==> src/rtl/ha_rtl_pkg.sv <==
// Shared constants and helpers for the ha_rtl half-adder array.
package ha_rtl_pkg;

    localparam int unsigned DefWidth = 1;
    localparam int unsigned DefCntW  = 8;

    // All-ones value for a counter of the given width (widths above 32 clamp to 32 ones).
    function automatic logic [31:0] sat_max(input int unsigned w);
        if (w >= 32) begin
            return 32'hFFFF_FFFF;
        end
        return (32'd1 << w) - 32'd1;
    endfunction

endpackage

==> src/rtl/ha_rtl_bit.sv <==
// Single-lane half adder.
module ha_bit (
    input  logic a,
    input  logic b,
    output logic s,
    output logic c
);

    assign s = a ^ b;
    assign c = a & b;

endmodule

==> src/rtl/ha_rtl.sv <==
// WIDTH-lane half-adder array with a saturating carry-event counter.
// Define HA_RTL_REG_OUT_EN to register s/c/out_valid; otherwise outputs are combinational.
module ha_rtl
    import ha_rtl_pkg::*;
#(
    parameter int unsigned WIDTH = DefWidth,
    parameter int unsigned CNT_W = DefCntW
) (
    input  logic             clk,
    input  logic             rst,
    input  logic [WIDTH-1:0] a,
    input  logic [WIDTH-1:0] b,
    input  logic             in_valid,
    input  logic             cnt_clr,
    output logic [WIDTH-1:0] s,
    output logic [WIDTH-1:0] c,
    output logic             out_valid,
    output logic             carry_any,
    output logic [CNT_W-1:0] carry_cnt
);

    localparam logic [CNT_W-1:0] CntMax = CNT_W'(sat_max(CNT_W));

    logic [WIDTH-1:0] s_raw;
    logic [WIDTH-1:0] c_raw;

    for (genvar i = 0; i < WIDTH; i++) begin : g_lane
        ha_bit u_bit (
            .a (a[i]),
            .b (b[i]),
            .s (s_raw[i]),
            .c (c_raw[i])
        );
    end

    // Counting uses the raw carries so it behaves the same in both output modes.
    logic             carry_event;
    logic [CNT_W-1:0] cnt_d, cnt_q;

    assign carry_event = in_valid & (|c_raw);

    always_comb begin
        cnt_d = cnt_q;
        if (cnt_clr) begin
            cnt_d = '0;
        end else if (carry_event && (cnt_q != CntMax)) begin
            cnt_d = cnt_q + 1'b1;
        end
    end

    always_ff @(posedge clk or posedge rst) begin
        if (rst) begin
            cnt_q <= '0;
        end else begin
            cnt_q <= cnt_d;
        end
    end

    assign carry_cnt = cnt_q;

`ifdef HA_RTL_REG_OUT_EN
    logic [WIDTH-1:0] s_d, s_q;
    logic [WIDTH-1:0] c_d, c_q;
    logic             valid_d, valid_q;

    always_comb begin
        s_d     = s_q;
        c_d     = c_q;
        valid_d = in_valid;
        if (in_valid) begin
            s_d = s_raw;
            c_d = c_raw;
        end
    end

    always_ff @(posedge clk or posedge rst) begin
        if (rst) begin
            s_q     <= '0;
            c_q     <= '0;
            valid_q <= 1'b0;
        end else begin
            s_q     <= s_d;
            c_q     <= c_d;
            valid_q <= valid_d;
        end
    end

    assign s         = s_q;
    assign c         = c_q;
    assign out_valid = valid_q;
`else
    assign s         = s_raw;
    assign c         = c_raw;
    assign out_valid = in_valid & ~rst;
`endif

    assign carry_any = |c;

endmodule

==> config.mk <==
export PLATFORM = sky130hd
export DESIGN_NAME = ha_rtl
export DESIGN_NICKNAME = d
export VERILOG_FILES = /design/src/rtl/ha_rtl_pkg.sv /design/src/rtl/ha_rtl_bit.sv /design/src/rtl/ha_rtl.sv
export SDC_FILE = /design/constraint.sdc
export NUM_CORES = 1
export LEC_CHECK = 0
export ABC_AREA = 1
export CORE_AREA = 10 10 47 49
export DETAILED_ROUTE_END_ITERATION = 10
export DIE_AREA = 0 0 57 59
export PLACE_DENSITY_LB_ADDON = 0.12
export RECOVER_POWER = 25
export SETUP_SLACK_MARGIN = 0.3
export SYNTH_ARGS = -nofsm -noshare
export SYNTH_HDL_FRONTEND = slang
export SYNTH_SLANG_ARGS = --single-unit
==> constraint.sdc <==
create_clock -name clk -period 1.4 [get_ports clk]
set_input_delay 0.21 -clock clk [delete_from_list [all_inputs] [get_ports clk]]
set_output_delay 0.21 -clock clk [all_outputs]
set_load 0.01 [all_outputs]
# After elaboration in Yosys (flattened, before gate mapping)
# Cells that the tools add are included.
[classes]
bitwise_logic = 5
addsub = 1
eq_ne = 1
n_reduce_logical = 2
n_mux = 2
[ops]
columns = ["op", "n"]
rows = [
  ["$mux 8", 2],
  ["$add 8x1->8 const B", 1],
  ["$ne 8x8->1 const B", 1],
  ["$and 1x1->1", 3],
  ["$reduce_bool 2->1", 1],
  ["$logic_and 1x1->1", 1],
  ["$not 1->1", 1],
  ["$xor 1x1->1", 1],
]
[totals]
ff_bits = 8
output_inout_bits = 12
in_bits = 6

# Depth between registers and ports, before layout
# Gate-level depths: netlist (run 1).
[logic_depth]
depth_word = 5
ltp_mapped = 9
depth_no_buf = 9

# By module
# Synthesis (run 1) repeated with hierarchy kept, for this count alone.
[hier_totals]
cells_unflattened = 82
hier_area_um2 = 551.8
[modules_own_cells]
columns = ["mod", "cells_each", "area_per_inst_um2", "instances"]
rows = [
  ["ha_rtl", 81, 539.3, 1],
  ["ha_bit", 1, 12.5, 1],
]

# Worst setup path before layout (run 1)
# OpenSTA, ideal clock, no wires.
[synth_path]
path_kind = "register to register"
start = "register cnt_q[0] (netlist: carry_cnt[0])"
end = "register cnt_q[7] (netlist: carry_cnt[7])"
setup_ns = 0.113
path_stages_with_launch = 8
arrival_ns = 1.186
slack_ns = 0.102
n_path_buf = 0
cell_sequence = "dfrtp_1 ha_1 nand2_1 nor2_1 a21oi_1 nand3_1 nand2_1 inv_1"
[synth_via]
elab_chain_cells = 3
[synth_rtl]
columns = ["element", "line", "source"]
rows = [
  ["start: declaration", "ha_rtl.sv:38", "logic [CNT_W-1:0] cnt_d, cnt_q;"],
  ["start signal: assignment", "ha_rtl.sv:55", "cnt_q <= cnt_d;"],
  ["$add 8x1->8 / $ne 8x8->1 (equally long branches)", "ha_rtl.sv:47, ha_rtl.sv:46", ""],
  ["$mux 8 / $logic_and 1x1->1 (equally long branches)", "ha_rtl.sv:46", "end else if (carry_event && (cnt_q != CntMax)) begin"],
  ["$mux 8 / $reduce_bool 2->1 (equally long branches)", "n/a", ""],
]
# Parallel ways exist; a longest one is shown, timed or not. The select of a mux whose other input is x is not followed.
# A chain may end at the register's enable or synchronous reset.

# Final worst setup path (run 1)
[layout_path]
start = "register cnt_q[1] (netlist: carry_cnt[1])"
end = "output carry_cnt[1]"
[layout_lines]
columns = ["element", "line", "source"]
rows = [
  ["end: declaration", "ha_rtl.sv:19", "output logic [CNT_W-1:0] carry_cnt"],
]
# No word-level cell between the ends.

==> summary.txt, run 1 <==
GPL Wtd Cong: 0.731
Chip height: 59 microns
Crit Reg-Reg Startpoint: carry_cnt[0]$_DFFE_PP0P_
Crit path DAT: 1.13 ns
Netlist cell types: 16
Overall Power: 0.529 mW
Placed Cells incl. Taps: 115
Worst hold start: in_valid
H-tree depth: 1
Mapped Cells: 80
Syn Area/Cell: 6.65 sq um
Total CTS buffers: 3
Initial antenna violation count: 0
Final-layout fill cell count: 124
Post-synthesis xor/xnor area fraction: 0%
Antenna diodes: 0
Outcome: finished, final reports clean
Synth top area share: 37.6%
Final critical-path share of the clock period: 95.6%
DIE AREA: 3360 sq um
CP cell instances: buf_4 -> buf_4 -> buf_6 -> buf_6
Post-Synth Adder-Cell Area: 4.71%
Tmin final: 1.34 ns
GRT Total Usage: 9.97%
Post-route cell area: 913 sq um
Worst R2R End: carry_cnt[3]$_DFFE_PP0P_
Initial Util: 37.9%
Pint: 0.389 mW
Per-cell routed wire length: 13.3 microns
CP max FO: 2
Post-Syn Area: 532 sq um
Crit path kind: reg2out
Area growth from synthesis to layout: 71.8%
CP max stage cell: dfrtp_1
Area occupied by multi-input gates: 324 sq um
Vias in the first global route: 594
Delay-heaviest family, CP: buffers and inverters
Reg2reg setup slack: 0.11 ns
Total Wirelength: 1760 microns
Finished Layout Cells: 132
Fmax achieved: 0.747 GHz
Clock network power share: 34.6%
First-pass GRT wire length: 2660 microns
I/O pins: 18
Synth Area in Compound Gates: 7.06%
CP max stage delay: 0.38 ns
Switching share of total power: 26.5%
Hpwl dp: 1120 microns
Vias per inst: 4.90
Synthesized flop and latch total: 8
Top cells by area, synth: dfrtp_1 (38%), nand2_1 (19%), inv_1 (8.5%)
Critical Path Sink Type: primary output
Setup violations, final: 0
Worst Hold Slack: 0.503 ns
WP data required: 1.19 ns
Sequential element share of the synthesized area: 37.6%
Std cell rows: 14
Nature of the critical path startpoint: flop
Pwr dens: 579 nW/um^2
FF/Latch Area: 203 sq um
IO Port Bufs: 17
Drt pass-1 iters: 4
Unrepaired setup endpoints after global routing: yes
Sequential share of power: 45.0%
Reg2Reg Depth: 9
Max clock buf depth: 2
Final-report max-slew violation count: 0
Comb pwr share: 20.4%
Slew HR: 78.0%
CTS tree: built
Multiplexer area fraction after synthesis: 0%
Syn nets: 88
Largest net degree at the start of global routing: 9
Area leader, netlist: dfrtp_1
Share of post-route cells with drive strength above 1: 41.4%
VDD IR max: 0.603 mV
Final Hold Fails: 0
Vias: 647
Largest family of logic cells by synthesized area: simple AND/OR/NAND/NOR gates
CP Buf/Inv Count: 4
Leak pwr: 0.491 nW
DR DRC count: 0
Worst-skew pair later-pin latency: 0.26 ns
Die X-Extent: 57 microns
HP Class: in2reg
Layout Nets: 126
Cell Area, Placed: 753 sq um
Gr ovfl total: 0
Core Box Area: 1400 sq um
Cells on Worst Hold Path: 5
Simple-Gate Fraction of Synth Area: 39.1%
Post-route ant nets: 0
Layout Skew: 0.00677 ns
Maxcap violations: 0
Critical Path Stages: 4
Clock Sinks: 8
Starting DRC count in detailed routing: 10
Max FFs per register: 8
Worst-Margin Slew: 0.330 ns
Net Switching: 0.140 mW
Synth warn: 0
Clock transition at the registers of the reported paths: 0.05 ns
Min-Delay Endpoint: carry_cnt[0]$_DFFE_PP0P_
Root Driver: clkbuf_4
[worst max-delay path by stage]
| stage | endpoint | slack, ns | start |
|---|---|---|---|
| after floorplan | carry_cnt[4]$_DFFE_PP0P_ | 0.16 | carry_cnt[1]$_DFFE_PP0P_ |
| after detailed placement | s | -0.24 | a |
| after global placement | s | -0.23 | a |
| after global routing | carry_cnt[2]$_DFFE_PP0P_ | 0.008 | carry_cnt[0]$_DFFE_PP0P_ |
| after CTS | carry_cnt[6]$_DFFE_PP0P_ | 0.11 | carry_cnt[1]$_DFFE_PP0P_ |
| final | carry_cnt[1] | 0.06 | carry_cnt[1]$_DFFE_PP0P_ |
[cell families (layout without fill, tap and decap cells)]
| family | count (synthesis) | in the layout |
|---|---|---|
| AO/OA/AOI/OAI | 7 | 7 |
| adder cells (fa/ha/maj) | 2 | 2 |
| buffers and inverters | 14 | 50 |
| flip-flops | 8 | 8 |
| AND/OR/NAND/NOR | 49 | 49 |
[power groups by stage]
stage                     registers [mW]  clock network, mW  logic (mW)
after CTS                          0.238              0.187      0.0954
final                              0.238              0.183       0.108
after detailed placement           0.243                  0      0.0879
after global placement             0.243                  0      0.0875
after global routing               0.238              0.203       0.117
after floorplan                    0.244                  0      0.0371
[what timing repair did]
item | 4_1_cts | 5_1_grt
pin swaps | 9 | 2
hold buffers | 0 | 1
setup endpoints to repair | 20 | 14
buffers inserted | 7 | 6
endpoints found under the hold margin | 0 | 8
gates resized for setup | 59 | 10
[Yosys cell counts]
| master | number |
|---|---|
| dfrtp_1 | 8 |
| nand2_2 | 1 |
| nand3_1 | 8 |
| nor3_1 | 1 |
| nand2_1 | 27 |
| o21ai_0 | 1 |
| inv_1 | 12 |
| o21ai_1 | 2 |
| a21oi_1 | 3 |
| clkinv_4 | 1 |
| ha_1 | 2 |
| buf_4 | 1 |
| nand2_4 | 1 |
| nor2_1 | 10 |
| nor2_2 | 1 |
| o21bai_1 | 1 |
[tightest hold or removal path, cell delays in order]
cell and delay, ns:
dlygate4sd2_1 0.27, nand2_4 0.09, a21oi_4 0.05, nand3_1 0.05, o21ai_1 0.05
[layout make-up]
class	instances	area share (%)
multi-input combinational	58	35.5
timing repair buffer	34	31.8
sequential	8	22.2
inverter	13	5.89
clock buffer	3	2.47
tap	16	2.19
[cell usage in the layout, fill, tap and decap left out, types with 3 or more instances in the layout]
cell and instances:
dfrtp_1 6, clkbuf_4 3, nor2_1 9, buf_4 11, nand3_1 6, nand2_4 3, buf_2 5, buf_6 9
dlygate4sd2_1 4, inv_1 10, nand2_2 3, nand2_1 23
[routing by layer]
| metal | share of wire [%] | up-vias | global-route usage (%) | wire length (microns) |
|---|---|---|---|---|
| li1 | - | 321 | - | - |
| met1 | 39 | 305 | 10.0 | 688 |
| met2 | 53 | 17 | 17.4 | 934 |
| met3 | 5.9 | 4 | 4.72 | 104 |
| met4 | 1.8 | 0 | 4.03 | 31 |
| met5 | 0 | - | 0 | 0 |
[metrics by stage]
step	setup WS (ns)	utilization [%]	TNS, ns
final	0.0612	65.2	0
after global routing	0.00764	65.2	0
after CTS	0.113	59.4	0
after detailed placement	-0.241	53.8	-2.49
after global placement	-0.228	53.8	-2.16
after floorplan	0.160	-	0
Note: power is estimated with default switching activity, not from simulation.
==> run 2, diff against run 1 <==
CORE_AREA = default   (was 10 10 47 49)
CORE_MARGIN = 10   (was default)
CORE_UTILIZATION = 40   (was default)
DIE_AREA = default   (was 0 0 57 59)
==> run 2 against run 1 <==
  * Setup slack improved by 0.044 ns
  * Die area fell by 5.2%
  * Utilization up 5.8 points
  * Via count fell by 2.0%
  * Non-clock buffer count down 1
  * Count of clock-buffer cells in the layout unchanged
  * Register-to-register slack is essentially flat
  * Worst hold slack lost 0.0066 ns
  * Sequential share of layout area fell by 0.11 points
  * Clock skew fell by 0.0030 ns
  * Sequential cell count unchanged
  * Cell area decreased by 0.14%
  * Critical endpoint is now carry_cnt[3]$_DFFE_PP0P_
==> summary.txt, run 2 (synthesized netlist as in run 1, its figures left out) <==
Placed Cells incl. Taps: 115 (unchanged)
Worst-skew pair later-pin latency: 0.26 ns (about the same)
Post-route ant nets: 0 (unchanged)
Top routing layer in use: met4 (unchanged)
Layout Nets: 125 (was 126)
Share of post-route cells with drive strength above 1: 45.2% (was 41.4%)
Final WS setup: 0.105 ns (was 0.0612 ns)
Pwr dens: 592 nW/um^2 (was 579 nW/um^2)
Root Driver: clkbuf_4 (unchanged)
Tmin final: 1.29 ns (was 1.34 ns)
Vias in the first global route: 630 (was 594)
GRT Total Usage: 10.7% (was 9.97%)
Reg2reg setup slack: 0.11 ns (about the same)
Crit path DAT: 1.45 ns (was 1.13 ns)
Crit path kind: reg2reg (was reg2out)
Layout Skew: 0.00376 ns (was 0.00677 ns)
Final critical-path share of the clock period: 92.5% (was 95.6%)
Slew HR: 78.2% (was 78.0%)
Initial Util: 41.4% (was 37.9%)
Fmax achieved: 0.772 GHz (was 0.747 GHz)
Commonest non-fill, non-tap cell in the layout: nand2_1 (unchanged)
CP cell instances: ha_4 -> nand2_4 -> nor2_4 -> nand2_1 -> nand2_2 -> nand2_4 -> nand3_1 -> nand2_2 (was buf_4 -> buf_4 -> buf_6 -> buf_6)
CTS tree: built (unchanged)
Cell Area, Placed: 759 sq um (was 753 sq um)
VDD IR max: 0.422 mV (was 0.603 mV)
Core Box Area: 1280 sq um (was 1400 sq um)
Reg2Reg Depth: 8 (was 9)
Initial antenna violation count: 0 (unchanged)
Met1 layer wirelength in the final routing: 694 microns (was 688 microns)
Vias: 634 (was 647)
Final Hold Fails: 0 (unchanged)
Place WS: -0.236 ns (was -0.241 ns)
Die X-Extent: 56.5 microns (was 57 microns)
Unrepaired setup endpoints after global routing: yes (unchanged)
Total CTS buffers: 3 (unchanged)
Critical Path Sink Type: flop (was primary output)
WP data required: 1.55 ns (was 1.19 ns)
Maxcap violations: 0 (unchanged)
Drt pass-1 iters: 4 (unchanged)
Clock transition at the registers of the reported paths: 0.06 ns (was 0.05 ns)
Most frequent cells in the layout: nand2_1 (19), buf_4 (11), inv_1 (10), nor2_1 (8) (was nand2_1 (23), buf_4 (11), inv_1 (10), nor2_1 (9), buf_6 (9))
Vias per inst: 4.88 (was 4.90)
Overall Power: 0.540 mW (was 0.529 mW)
Setup violations, final: 0 (unchanged)
Chip height: 56.5 microns (was 59 microns)
HP Class: in2reg (unchanged)
I/O pins: 18 (unchanged)
Hpwl dp: 1150 microns (was 1120 microns)
DR DRC count: 0 (unchanged)
Antenna diodes: 0 (unchanged)
Worst Hold Slack: 0.497 ns (was 0.503 ns)
Post-route cell area: 912 sq um (was 913 sq um)
CP max FO: 7 (was 2)
CP max stage delay: 0.44 ns (was 0.38 ns)
CP max stage cell: dfrtp_1 (unchanged)
Worst-Margin Slew: 0.326 ns (was 0.330 ns)
Final Util: 71.0% (was 65.2%)
First-pass GRT wire length: 2760 microns (was 2660 microns)
Met2 routed WL: 886 microns (was 934 microns)
Cells on Worst Hold Path: 5 (unchanged)
Largest net degree at the start of global routing: 9 (unchanged)
Finished Layout Cells: 130 (was 132)
Final-report max-slew violation count: 0 (unchanged)
H-tree depth: 1 (unchanged)
TNS Setup: 0 ns (unchanged)
Per-cell routed wire length: 13.1 microns (was 13.3 microns)
Area growth from synthesis to layout: 71.5% (was 71.8%)
DIE AREA: 3190 sq um (was 3360 sq um)
Nature of the critical path startpoint: flop (unchanged)
Max clock buf depth: 2 (unchanged)
Met3 wire len: 104 microns (unchanged)
Max FFs per register: 8 (unchanged)
Outcome: finished, final reports clean (unchanged)
IO Port Bufs: 17 (unchanged)
Gr ovfl total: 0 (unchanged)
Clock Sinks: 8 (unchanged)
Std cell rows: 13 (was 14)
Total Wirelength: 1710 microns (was 1760 microns)
Starting DRC count in detailed routing: 16 (was 10)
GPL Wtd Cong: 0.753 (was 0.731)
Leak pwr: 0.495 nW (was 0.491 nW)
## run 2: worst max-delay path, delay by kind of cell, from the launching register on
family | cells | cell delay, ns
fa+ha+maj | 1 | 0.18
flops | 1 | 0.44
simple gates | 7 | 0.56
## run 2: report_power, final
group	switching (mW)	internal (mW)	leakage, nW
logic	0.0534	0.0551	0.372
registers	0.00391	0.235	0.109
clock network	0.0935	0.0992	0.0138
total	0.151	0.389	0.495
## run 2: area by class of cell
| class | count | area, sq um |
|---|---|---|
| clock buffer | 3 | 22.5 |
| timing repair buffer | 33 | 269 |
| sequential | 8 | 201 |
| inverter | 13 | 56.3 |
| multi-input combinational | 58 | 344 |
| fill | 107 | 373 |
| tap | 15 | 18.8 |
## run 2: worst paths after layout
path / startpoint / end
min: in_valid / carry_cnt[0]$_DFFE_PP0P_
max reg2reg: carry_cnt[1]$_DFFE_PP0P_ / carry_cnt[3]$_DFFE_PP0P_
max in group asynchronous: rst / carry_cnt[3]$_DFFE_PP0P_
min in group asynchronous: rst / carry_cnt[0]$_DFFE_PP0P_
min reg2reg: carry_cnt[3]$_DFFE_PP0P_ / carry_cnt[3]$_DFFE_PP0P_
max: carry_cnt[1]$_DFFE_PP0P_ / carry_cnt[3]$_DFFE_PP0P_
## run 2: routing by layer
layer | vias up | track usage, %
met5 | - | 0
met4 | 0 | 5.50
met3 | 4 | 5.39
met2 | 12 | 16.6
met1 | 302 | 11.5
li1 | 316 | -
## run 2: what timing repair did
action                     4_1_cts  5_1_grt
hold buffers                     0        1
hold endpoints to repair         0        8
resized for setup               48       28
pin swaps                        8        7
setup endpoints to repair       20       16
buffers inserted                 8        3
